[src/rtl/keypad_responder_pkg.sv]
// Shared definitions for the keypad responder: register map, CTRL bits,
// matrix geometry and the row-scan state encoding.
package keypad_responder_pkg;

  localparam int DEVICE_NUM_KB_ROW = 4;
  localparam int DEVICE_NUM_KB_COL = 4;
  localparam int KP_ROWS           = DEVICE_NUM_KB_ROW;
  localparam int KP_COLS           = DEVICE_NUM_KB_COL;
  localparam int KP_KEYS           = KP_ROWS * KP_COLS;

  localparam logic [1:0] KP_REG_DATA   = 2'd0;
  localparam logic [1:0] KP_REG_STATUS = 2'd1;
  localparam logic [1:0] KP_REG_CTRL   = 2'd2;

  localparam int KP_CTRL_ENABLE_BIT  = 0;
  localparam int KP_CTRL_OVF_CLR_BIT = 1;

  typedef enum logic [1:0] {
    ROW0 = 2'd0,
    ROW1 = 2'd1,
    ROW2 = 2'd2,
    ROW3 = 2'd3
  } scan_state_e;

  function automatic scan_state_e kp_next_row(input scan_state_e s);
    scan_state_e n;
    case (s)
      ROW0:    n = ROW1;
      ROW1:    n = ROW2;
      ROW2:    n = ROW3;
      ROW3:    n = ROW0;
      default: n = ROW0;
    endcase
    return n;
  endfunction

  // Index of the lowest set bit; 0 when the vector is empty.
  function automatic logic [3:0] kp_lowest_key(input logic [KP_KEYS-1:0] v);
    logic [3:0] k;
    k = 4'd0;
    for (int i = KP_KEYS - 1; i >= 0; i--) begin
      if (v[i]) begin
        k = 4'(i);
      end else begin
        k = k;
      end
    end
    return k;
  endfunction

endpackage

[src/rtl/keypad_fifo.sv]
// Parameterised synchronous FIFO for key codes; a push into a full FIFO
// is dropped and flagged unless a pop frees a slot on the same edge.
module keypad_fifo #(
  parameter int WIDTH = 4,
  parameter int DEPTH = 4
) (
  input  logic                     clk,
  input  logic                     rst,
  input  logic                     push,
  input  logic [WIDTH-1:0]         push_data,
  input  logic                     pop,
  output logic [WIDTH-1:0]         pop_data,
  output logic                     full,
  output logic                     empty,
  output logic [$clog2(DEPTH):0]   count,
  output logic                     dropped
);

  localparam int AW = $clog2(DEPTH);
  localparam int CW = AW + 1;

  logic [WIDTH-1:0] mem_q [DEPTH];
  logic [AW-1:0]    wr_ptr_q, wr_ptr_d;
  logic [AW-1:0]    rd_ptr_q, rd_ptr_d;
  logic [CW-1:0]    count_q, count_d;
  logic             do_push_s;
  logic             do_pop_s;

  assign full     = (count_q == CW'(DEPTH));
  assign empty    = (count_q == CW'(0));
  assign count    = count_q;
  assign pop_data = mem_q[rd_ptr_q];

  // Pop only when data is present; a push may use the slot a pop frees.
  always_comb begin
    do_pop_s  = pop & ~empty;
    do_push_s = push & (~full | do_pop_s);
    dropped   = push & full & ~do_pop_s;
    wr_ptr_d  = do_push_s ? wr_ptr_q + AW'(1) : wr_ptr_q;
    rd_ptr_d  = do_pop_s ? rd_ptr_q + AW'(1) : rd_ptr_q;
    case ({do_push_s, do_pop_s})
      2'b10:   count_d = count_q + CW'(1);
      2'b01:   count_d = count_q - CW'(1);
      default: count_d = count_q;
    endcase
  end

  always_ff @(posedge clk) begin
    if (rst) begin
      wr_ptr_q <= '0;
      rd_ptr_q <= '0;
      count_q  <= '0;
      for (int i = 0; i < DEPTH; i++) begin
        mem_q[i] <= '0;
      end
    end else begin
      wr_ptr_q <= wr_ptr_d;
      rd_ptr_q <= rd_ptr_d;
      count_q  <= count_d;
      if (do_push_s) begin
        mem_q[wr_ptr_q] <= push_data;
      end
    end
  end

endmodule

[src/rtl/keypad_responder.sv]
// 4x4 keypad bus responder: row scanning, full-matrix debounce, key-press
// FIFO and a DATA/STATUS/CTRL register interface.
module keypad_responder
  import keypad_responder_pkg::*;
#(
  parameter int SCAN_DIV       = 1000,
  parameter int DEBOUNCE_SCANS = 4,
  parameter int FIFO_DEPTH     = 4
) (
  input  logic        clk,
  input  logic        rst,
  input  logic        sel,
  input  logic        we,
  input  logic        re,
  input  logic [3:0]  addr,
  input  logic [31:0] wdata,
  output logic [31:0] rdata,
  input  logic [3:0]  col_signal,
  output logic [3:0]  row_en
);

  localparam int DIV_W = (SCAN_DIV > 1) ? $clog2(SCAN_DIV) : 1;
  localparam int STB_W = $clog2(DEBOUNCE_SCANS + 1);
  localparam int CNT_W = $clog2(FIFO_DEPTH) + 1;
  localparam logic [DIV_W-1:0] DIV_LAST = DIV_W'(SCAN_DIV - 1);
  localparam logic [STB_W-1:0] STB_MAX  = STB_W'(DEBOUNCE_SCANS);

  scan_state_e        state_q, state_d;
  logic [DIV_W-1:0]   div_q, div_d;
  logic [KP_KEYS-1:0] snap_q, snap_d;
  logic [KP_KEYS-1:0] prev_q, prev_d;
  logic [KP_KEYS-1:0] deb_q, deb_d;
  logic [STB_W-1:0]   stb_q, stb_d;
  logic               enable_q, enable_d;
  logic               ovf_q, ovf_d;
  logic [3:0]         row_en_q, row_en_d;

  logic               rd_s, wr_s, pop_s, ctrl_wr_s;
  logic [1:0]         reg_sel_s;
  logic               push_s;
  logic [3:0]         push_code_s;
  logic [3:0]         fifo_head_s;
  logic               fifo_full_s, fifo_empty_s, fifo_drop_s;
  logic [CNT_W-1:0]   fifo_count_s;
  logic [31:0]        cnt_ext_s;
  logic [2:0]         stat_cnt_s;
  logic               unused_bits_s;

  assign rd_s          = sel & re;
  assign wr_s          = sel & we;
  assign reg_sel_s     = addr[3:2];
  assign pop_s         = rd_s & (reg_sel_s == KP_REG_DATA);
  assign ctrl_wr_s     = wr_s & (reg_sel_s == KP_REG_CTRL);
  assign row_en        = row_en_q;
  assign unused_bits_s = ^{wdata[31:2], addr[1:0]};

  // Row scan, snapshot capture and debounce; a push fires only when the
  // debounced vector is (re)loaded with a new lowest key.
  always_comb begin
    state_d     = state_q;
    div_d       = div_q;
    snap_d      = snap_q;
    prev_d      = prev_q;
    deb_d       = deb_q;
    stb_d       = stb_q;
    push_s      = 1'b0;
    push_code_s = 4'd0;
    if (enable_q) begin
      if (div_q == DIV_LAST) begin
        div_d = '0;
        snap_d[{state_q, 2'b00} +: KP_COLS] = ~col_signal;
        state_d = kp_next_row(state_q);
        if (state_q == ROW3) begin
          if (snap_d == prev_q) begin
            stb_d = (stb_q == STB_MAX) ? stb_q : stb_q + STB_W'(1);
          end else begin
            stb_d = '0;
          end
          prev_d = snap_d;
          if ((stb_q != STB_MAX) && (stb_d == STB_MAX)) begin
            deb_d       = snap_d;
            push_code_s = kp_lowest_key(snap_d);
            push_s      = (snap_d != '0) &&
                          ((deb_q == '0) || (push_code_s != kp_lowest_key(deb_q)));
          end else begin
            deb_d = deb_q;
          end
        end else begin
          prev_d = prev_q;
        end
      end else begin
        div_d = div_q + DIV_W'(1);
      end
    end else begin
      div_d = div_q;
    end
  end

  // CTRL writes; an overflowing push in the same cycle beats the clear.
  always_comb begin
    enable_d = enable_q;
    ovf_d    = ovf_q;
    if (ctrl_wr_s) begin
      enable_d = wdata[KP_CTRL_ENABLE_BIT];
      ovf_d    = wdata[KP_CTRL_OVF_CLR_BIT] ? 1'b0 : ovf_q;
    end else begin
      enable_d = enable_q;
    end
    if (fifo_drop_s) begin
      ovf_d = 1'b1;
    end else begin
      ovf_d = ovf_d;
    end
    row_en_d = enable_d ? ~(4'b0001 << state_d) : 4'hF;
  end

  // Read mux; STATUS count field saturates at 7.
  always_comb begin
    cnt_ext_s  = 32'(fifo_count_s);
    stat_cnt_s = (cnt_ext_s > 32'd7) ? 3'd7 : cnt_ext_s[2:0];
    rdata      = 32'h0;
    if (rd_s) begin
      case (reg_sel_s)
        KP_REG_DATA:   rdata = {27'h0, ~fifo_empty_s,
                                (fifo_empty_s ? 4'd0 : fifo_head_s)};
        KP_REG_STATUS: rdata = {24'h0, ovf_q, stat_cnt_s, 3'b000, fifo_full_s};
        KP_REG_CTRL:   rdata = {30'h0, ovf_q, enable_q};
        default:       rdata = 32'h0;
      endcase
    end else begin
      rdata = 32'h0;
    end
  end

  always_ff @(posedge clk) begin
    if (rst) begin
      state_q  <= ROW0;
      div_q    <= '0;
      snap_q   <= '0;
      prev_q   <= '0;
      deb_q    <= '0;
      stb_q    <= '0;
      enable_q <= 1'b1;
      ovf_q    <= 1'b0;
      row_en_q <= 4'b1110;
    end else begin
      state_q  <= state_d;
      div_q    <= div_d;
      snap_q   <= snap_d;
      prev_q   <= prev_d;
      deb_q    <= deb_d;
      stb_q    <= stb_d;
      enable_q <= enable_d;
      ovf_q    <= ovf_d;
      row_en_q <= row_en_d;
    end
  end

  keypad_fifo #(
    .WIDTH (4),
    .DEPTH (FIFO_DEPTH)
  ) u_fifo (
    .clk       (clk),
    .rst       (rst),
    .push      (push_s),
    .push_data (push_code_s),
    .pop       (pop_s),
    .pop_data  (fifo_head_s),
    .full      (fifo_full_s),
    .empty     (fifo_empty_s),
    .count     (fifo_count_s),
    .dropped   (fifo_drop_s)
  );

endmodule

[config.mk]
export PLATFORM = sky130hd
export DESIGN_NAME = keypad_responder
export DESIGN_NICKNAME = d
export VERILOG_FILES = /design/src/rtl/keypad_responder_pkg.sv /design/src/rtl/keypad_fifo.sv /design/src/rtl/keypad_responder.sv
export SDC_FILE = /design/constraint.sdc
export NUM_CORES = 1
export LEC_CHECK = 0
export ABC_AREA = 1
export CAP_MARGIN = 25
export CORE_ASPECT_RATIO = 1.75
export CORE_MARGIN = 2
export CORE_UTILIZATION = 58
export CTS_CLUSTER_DIAMETER = 50
export DETAILED_ROUTE_END_ITERATION = 6
export HOLD_SLACK_MARGIN = 0.05
export PLACE_DENSITY = 0.95
export SYNTH_ARGS = -nofsm -noshare
export SYNTH_HDL_FRONTEND = slang
export SYNTH_SLANG_ARGS = --single-unit
[constraint.sdc]
create_clock -name clk -period 7 [get_ports clk]
set_input_delay 0.7 -clock clk [delete_from_list [all_inputs] [get_ports clk]]
set_output_delay 0.7 -clock clk [all_outputs]
set_load 0.005 [all_outputs]
==> results of run 1 <==
[final timing paths]
| check | startpoint | end | cells after the start |
|---|---|---|---|
| min reg2reg | snap_q[6] | snap_q[6] | 2 |
| max reg2reg | state_q[0] | u_fifo.mem_q[3][1] | 17 |
| max | state_q[0] | u_fifo.mem_q[3][1] | 17 |
| min | snap_q[6] | snap_q[6] | 2 |
[critical path, cell delays in order, from the launching register on]
cell	delay (ns)
dfxtp_1	0.61
inv_2	0.14
ha_1	0.38
inv_1	0.17
nand4_1	0.16
o22ai_1	0.40
o22ai_1	0.12
nor2_1	0.15
nand2_1	0.08
nor4_2	0.33
nand2_1	0.19
nor3_2	0.15
nand3_2	0.27
nor2_2	0.18
nand2_2	0.09
nor2_4	0.15
nand2_1	0.09
o21ai_1	0.43
[state kept, by name, indices dropped and copies added, names as in the netlist, 3 cells and up, named ones only]
name,cells
div_q,10
row_en,4
stb_q,3
deb_q,16
snap_q,16
u_fifo.mem_q,16
u_fifo.count,3
prev_q,16
[through the flow]
stage               util (%)  area [um2]  hold slack, ns  std cells  power [uW]
finish                  66.7        5550           0.448        830        1120
detailed placement      62.7        5220           0.441        813         614
global placement        62.7        5220           0.435        813         612
global route            66.7        5550           0.477        830        1150
floorplan                  -        5080           0.425        714         607
CTS                     66.6        5540           0.449        829        1120
[kinds of logic (layout without fill, tap and decap cells)]
kind of cell               after synthesis  after routing  share of synthesized area (%)
AOI/OAI and AO/OA                      177            177                           19.2
buffers and inverters                  149            150                           13.2
other                                    1             24                         0.0752
DFF                                     94             94                           40.9
and+or+nand+nor                        250            250                           22.2
xor gates and xnor gates                10             10                           1.76
adders and majority gates               10             10                           2.66
[power breakdown]
group	total, uW	switching (uW)	internal [uW]
sequential	559	3.39	556
combinational	44.4	28.7	15.7
clock	516	198	318
total	1120	230	889
[cell usage in the layout (no fill, tap or decap), drive strengths merged, types with 2 or more instances in the layout]
cell type,synthesis,layout
nor3,13,13
o21ai,83,83
clkdlybuf4s50,0,24
a31oi,3,3
inv,107,107
or2,4,4
dfxtp,78,78
nor2,83,83
a31o,2,2
conb,1,24
edfxtp,16,16
xnor2,3,3
o22ai,10,10
nor4,7,7
ha,9,9
nand4,7,7
a21oi,70,70
nand3,31,31
clkbuf,16,14
xor2,7,7
buf,25,2
nand2,103,103
[area by class of cell]
class / count / share of cell area, %
multi-input cells: 471 / 42.8
flip-flops and latches: 94 / 36.8
inverters: 108 / 7.31
clock buffers: 14 / 5.14
repair buffers: 26 / 4.60
well taps: 115 / 2.59
clock inverters: 2 / 0.677
[metal layers]
metal,track usage [%],vias to the layer above,wire length [um]
li1,-,2262,-
met1,26.9,2153,4130
met2,47.8,196,6560
met3,5.32,64,573
met4,15.4,0,581
met5,0,-,0
==> impl_results.md, run 1 <==
* Final worst path period need at 4.46 ns
* TritonRoute pass-1 iters at 5
* Multi-input logic area at 0.00238 mm2
* Clk buf depth at 2
* Residual DRC at 0
* HP Class: reg2reg
* Antenna cells at 0
* Peak supply drop at 0.000182 V
* Setup Skew at 0.00821 ns
* Synth Cell Area at 0.00499 mm2
* Global route overflow at 0
* CTS tree: done
* P per Cell Area at 202 mW/mm2
* Number of global-route vias before repair at 4,542
* Commonest cells post-synth: 104 x inv_1, 98 x nand2_1, 78 x dfxtp_1, 78 x nor2_1, 74 x o21ai_0
* Number of DRC markers in iteration 0 at 479
* Syn. warnings at 0
* Synth top area share at 31.3%
* Layout cell share with drive strength beyond 1 at 6.01%
* Final net count at 765
* Routed vias/inst at 5.63
* Largest fanout on the critical path at 17
* Post-cts resize count at 0
* Synth unique cells at 48
* DRT antenna net count at 0
* Final hold vios at 0
* Die W at 74.1 um
* Setup violations, final at 0
* Via count at 4,675
* FP Rows at 44
* Largest net degree at the start of global routing at 56
* Critical Path Start Type: flop
* WP data arrival at 4.45 ns
* Status: finished, final reports clean
* Io pins at 81
* EDFF count, synth at 16
* Die ar. at 0.00939 mm2
* Setup TNS at 0 ns
* GPL Wtd Cong at 0.937
* Sink Count at 94
* CTS Hold Bufs at 0
* Total core area at 0.00831 mm2
* Mapped Cells at 691
* Total Routed Length at 11.8 mm
* Syn Area/Cell at 7.22 um2
* Flop2flop setup slack at 2.54 ns
* Pleak at 0.00222 uW
* Main synth FF type: dfxtp_1
* Max cap viols at 0
* Post-synth ARST share at 0%
* Worst slew pin tran at 0.860 ns
* Initial antenna violation count at 0
* Seq/Total Area, Yosys at 40.9%
* GRT Total Usage at 26.5%
* Setup bufs post-CTS at 0
* Fill count at 635
* Period utilisation layout at 63.7%
* Area growth syn-to-layout at 11.1%
* Post-detail-place hpwl at 8.73 mm
* Cell taking the most area after synthesis: dfxtp_1
* Ranking of synthesized cells by area: dfxtp_1 31%, edfxtp_1 9.6%, inv_1 7.8%, o21ai_0 7.4%, nand2_1 7.4%
* Clock transition at the registers of the reported paths at 0.06 ns
* Relative slew slack at 42.5%
* WL per Instance at 14.3 um
* Seq cells post-synth at 94
* Max Transition Viols Final at 0
* Post-Place Worst Slack at 2.71 ns
* Global-route wire length before repair at 19.5 mm
* CTS H-tree depth at 3
* RSZ-0062 raised after global routing: no
* Worst Setup End Kind: flop
* Most frequent cell after synthesis: inv_1
* Setup CP Type: reg2reg
* CTS Buf Count at 9
* IO Port Bufs at 24
* Starting Density at 60.0%
* Worst path required time at 6.99 ns
* Clk root buf: clkbuf_16
* Register area at 0.00204 mm2
* Final Worst Setup Slack at 2.54 ns
* Peak Freq at 224 MHz
* Clk_lat worst skew at 0.35 ns
* Height of the chip at 127 um
Note: power is estimated with default switching activity, not from simulation.
==> run 2: changes to the inputs <==
--- a/config.mk
+++ b/config.mk
@@ -9,11 +9,11 @@
 export CAP_MARGIN = 25
 export CORE_ASPECT_RATIO = 1.75
 export CORE_MARGIN = 2
-export CORE_UTILIZATION = 58
+export CORE_UTILIZATION = 49
 export CTS_CLUSTER_DIAMETER = 50
 export DETAILED_ROUTE_END_ITERATION = 6
 export HOLD_SLACK_MARGIN = 0.05
-export PLACE_DENSITY = 0.95
+export PLACE_DENSITY = 0.86
 export SYNTH_ARGS = -nofsm -noshare
 export SYNTH_HDL_FRONTEND = slang
 export SYNTH_SLANG_ARGS = --single-unit
==> constraint.sdc (replaced) <==
create_clock -name clk -period 4.1 [get_ports clk]
set_input_delay 0.41 -clock clk [delete_from_list [all_inputs] [get_ports clk]]
set_output_delay 0.41 -clock clk [all_outputs]
set_load 0.005 [all_outputs]
==> impl_results.md, run 2 (synthesis results as in run 1) <==
* Most common cell after layout, fill and taps aside: inv_1
* Area growth syn-to-layout at 11.9%
* Worst slew pin tran at 0.600 ns (-0.260 ns)
* CTS Buf Count at 9 (unchanged)
* WL per Instance at 13.3 um (-7.0%)
* Peak Freq at 267 MHz (+19%)
* TritonRoute pass-1 iters at 5 (unchanged)
* Status: finished, final reports clean
* Number of DRC markers in iteration 0 at 182 (-62%)
* Die ar. at 0.0110 mm2 (+18%)
* Post-detail-place hpwl at 8.51 mm (-2.6%)
* Setup violations, final at 0 (unchanged)
* Io pins at 81 (unchanged)
* RSZ-0062 raised after global routing: no
* Crit path top cell by count: nand2_1
* Residual DRC at 0 (unchanged)
* Clock transition at the registers of the reported paths at 0.07 ns (about the same)
* Critical Path Start Type: flop
* CTS Hold Bufs at 0 (unchanged)
* CTS tree: done
* Slowest-stage cell, CP: fa_1
* DRT antenna net count at 0 (unchanged)
* Global-route wire length before repair at 18.5 mm (-5.1%)
* Worst path required time at 4.35 ns (-2.64 ns)
* Height of the chip at 137 um (+8.5%)
* Clk buf depth at 2 (unchanged)
* Die W at 80.3 um (+8.3%)
* Multi-input logic area at 0.00238 mm2 (unchanged)
* Final hold vios at 0 (unchanged)
* GRT Total Usage at 21.6% (-4.9 points)
* Largest stage delay, worst path at 0.40 ns (-0.21 ns)
* Period utilisation layout at 91.3% (+28 points)
* Setup CP Type: reg2reg
* Final Worst Setup Slack at 0.358 ns (-2.18 ns)
* Total core area at 0.00991 mm2 (+19%)
* Post-cts resize count at 0 (unchanged)
* Most frequent cells in the layout: 104 x inv_1, 98 x nand2_1, 78 x nor2_1, 78 x dfxtp_1, 74 x o21ai_0
* Final worst path period need at 3.74 ns (-0.720 ns)
* Sink Count at 94 (unchanged)
* IO Port Bufs at 24 (unchanged)
* Pleak at 0.00225 uW (+1.3%)
* Peak supply drop at 0.000271 V (+49%)
* Global route overflow at 0 (unchanged)
* Routed vias/inst at 5.33 (-5.3%)
* Clk root buf: clkbuf_16
* Initial antenna violation count at 0 (unchanged)
* Register area at 0.00204 mm2 (unchanged)
* CTS H-tree depth at 3 (unchanged)
* Number of global-route vias before repair at 4,204 (-7.4%)
* Total Routed Length at 11.3 mm (-4.7%)
* FP Rows at 48 (+9.1%)
* Clk_lat worst skew at 0.35 ns (about the same)
* Antenna cells at 0 (unchanged)
* Power Total at 1800 uW (+61%)
* Via count at 4,539 (-2.9%)
* WP data arrival at 3.99 ns (-0.46 ns)
* WHS at 0.454 ns (+0.00544 ns)
* Fill count at 897 (+41%)
* Final net count at 776 (+1.4%)
* Largest net degree at the start of global routing at 50 (-11%)
* Worst Setup End Kind: flop
* Max Transition Viols Final at 0 (unchanged)
* Post-Place Worst Slack at 0.379 ns (-2.33 ns)
* Relative slew slack at 59.6% (+17 points)
* Layout cell share with drive strength beyond 1 at 7.44% (+1.4 points)
* Setup Skew at 0.00770 ns (-0.000510 ns)
* HP Class: reg2reg
* Setup TNS at 0 ns (unchanged)
* Starting Density at 50.4% (-9.7 points)
* Setup bufs post-CTS at 0 (unchanged)
* Largest fanout on the critical path at 7 (-10)
* GPL Wtd Cong at 0.872 (-6.9%)
* P per Cell Area at 323 mW/mm2 (+60%)
* Max cap viols at 0 (unchanged)
==> run 2: path summary, 6_finish.rpt <==
| path | cells after the start | startpoint | slack (ns) | endpoint |
|---|---|---|---|---|
| worst max-delay path | 30 | state_q[1] | 0.36 | u_fifo.count[2] |
| worst min-delay path | 2 | snap_q[9] | 0.45 | snap_q[9] |
| worst max register to register | 30 | state_q[1] | 0.36 | u_fifo.count[2] |
| worst min register to register | 2 | snap_q[9] | 0.45 | snap_q[9] |
==> run 2: routing by layer <==
| layer | GRT usage (%) | routed length [um] |
|---|---|---|
| met1 | 22.1 | 4250 |
| met2 | 39.8 | 6080 |
| met3 | 3.01 | 406 |
| met4 | 14.1 | 552 |
| met5 | 0 | 0 |
==> run 2: power breakdown <==
group / internal (uW) / switching, uW / total (uW) / leakage, uW
sequential: 948 / 5.19 / 953 / 0.000781
combinational: 28.7 / 48.8 / 77.5 / 0.00134
clock: 413 / 360 / 773 / 0.000130
==> run 2: critical path, delay by kind of cell, from the launching register on <==
| family | cells | cell delay [ns] |
|---|---|---|
| flip-flops | 1 | 0.37 |
| adder cells (fa/ha/maj) | 2 | 0.74 |
| AND/OR/NAND/NOR | 24 | 2.13 |
| AO/OA/AOI/OAI | 1 | 0.13 |
| buffers and inverters | 3 | 0.27 |
==> run 2: cell type report <==
type                       count  share of cell area [%]
sequential                    94                    36.6
timing repair buffer          37                    6.05
inverter                     108                    7.26
tap                          125                    2.80
clock inverter                 5                   0.627
clock buffer                  11                    4.17
multi-input combinational    471                    42.5
==> run 2: metrics by stage <==
stage | instance area (um2) | utilization [%] | std cells
2_1_floorplan | 5080 | - | 714
3_3_place_gp | 5320 | 53.7 | 835
6_report | 5590 | 56.4 | 851
5_1_grt | 5590 | 56.4 | 851
4_1_cts | 5590 | 56.4 | 851
3_5_place_dp | 5320 | 53.7 | 835
==> run 3: changes to the inputs <==
--- a/config.mk
+++ b/config.mk
@@ -14,6 +14,7 @@
 export DETAILED_ROUTE_END_ITERATION = 6
 export HOLD_SLACK_MARGIN = 0.05
 export PLACE_DENSITY = 0.86
+export SKIP_CTS_REPAIR_TIMING = 1
 export SYNTH_ARGS = -nofsm -noshare
 export SYNTH_HDL_FRONTEND = slang
 export SYNTH_SLANG_ARGS = --single-unit
==> results of run 3 <==
Final layout, timing and power as in run 2 (identical DEF).
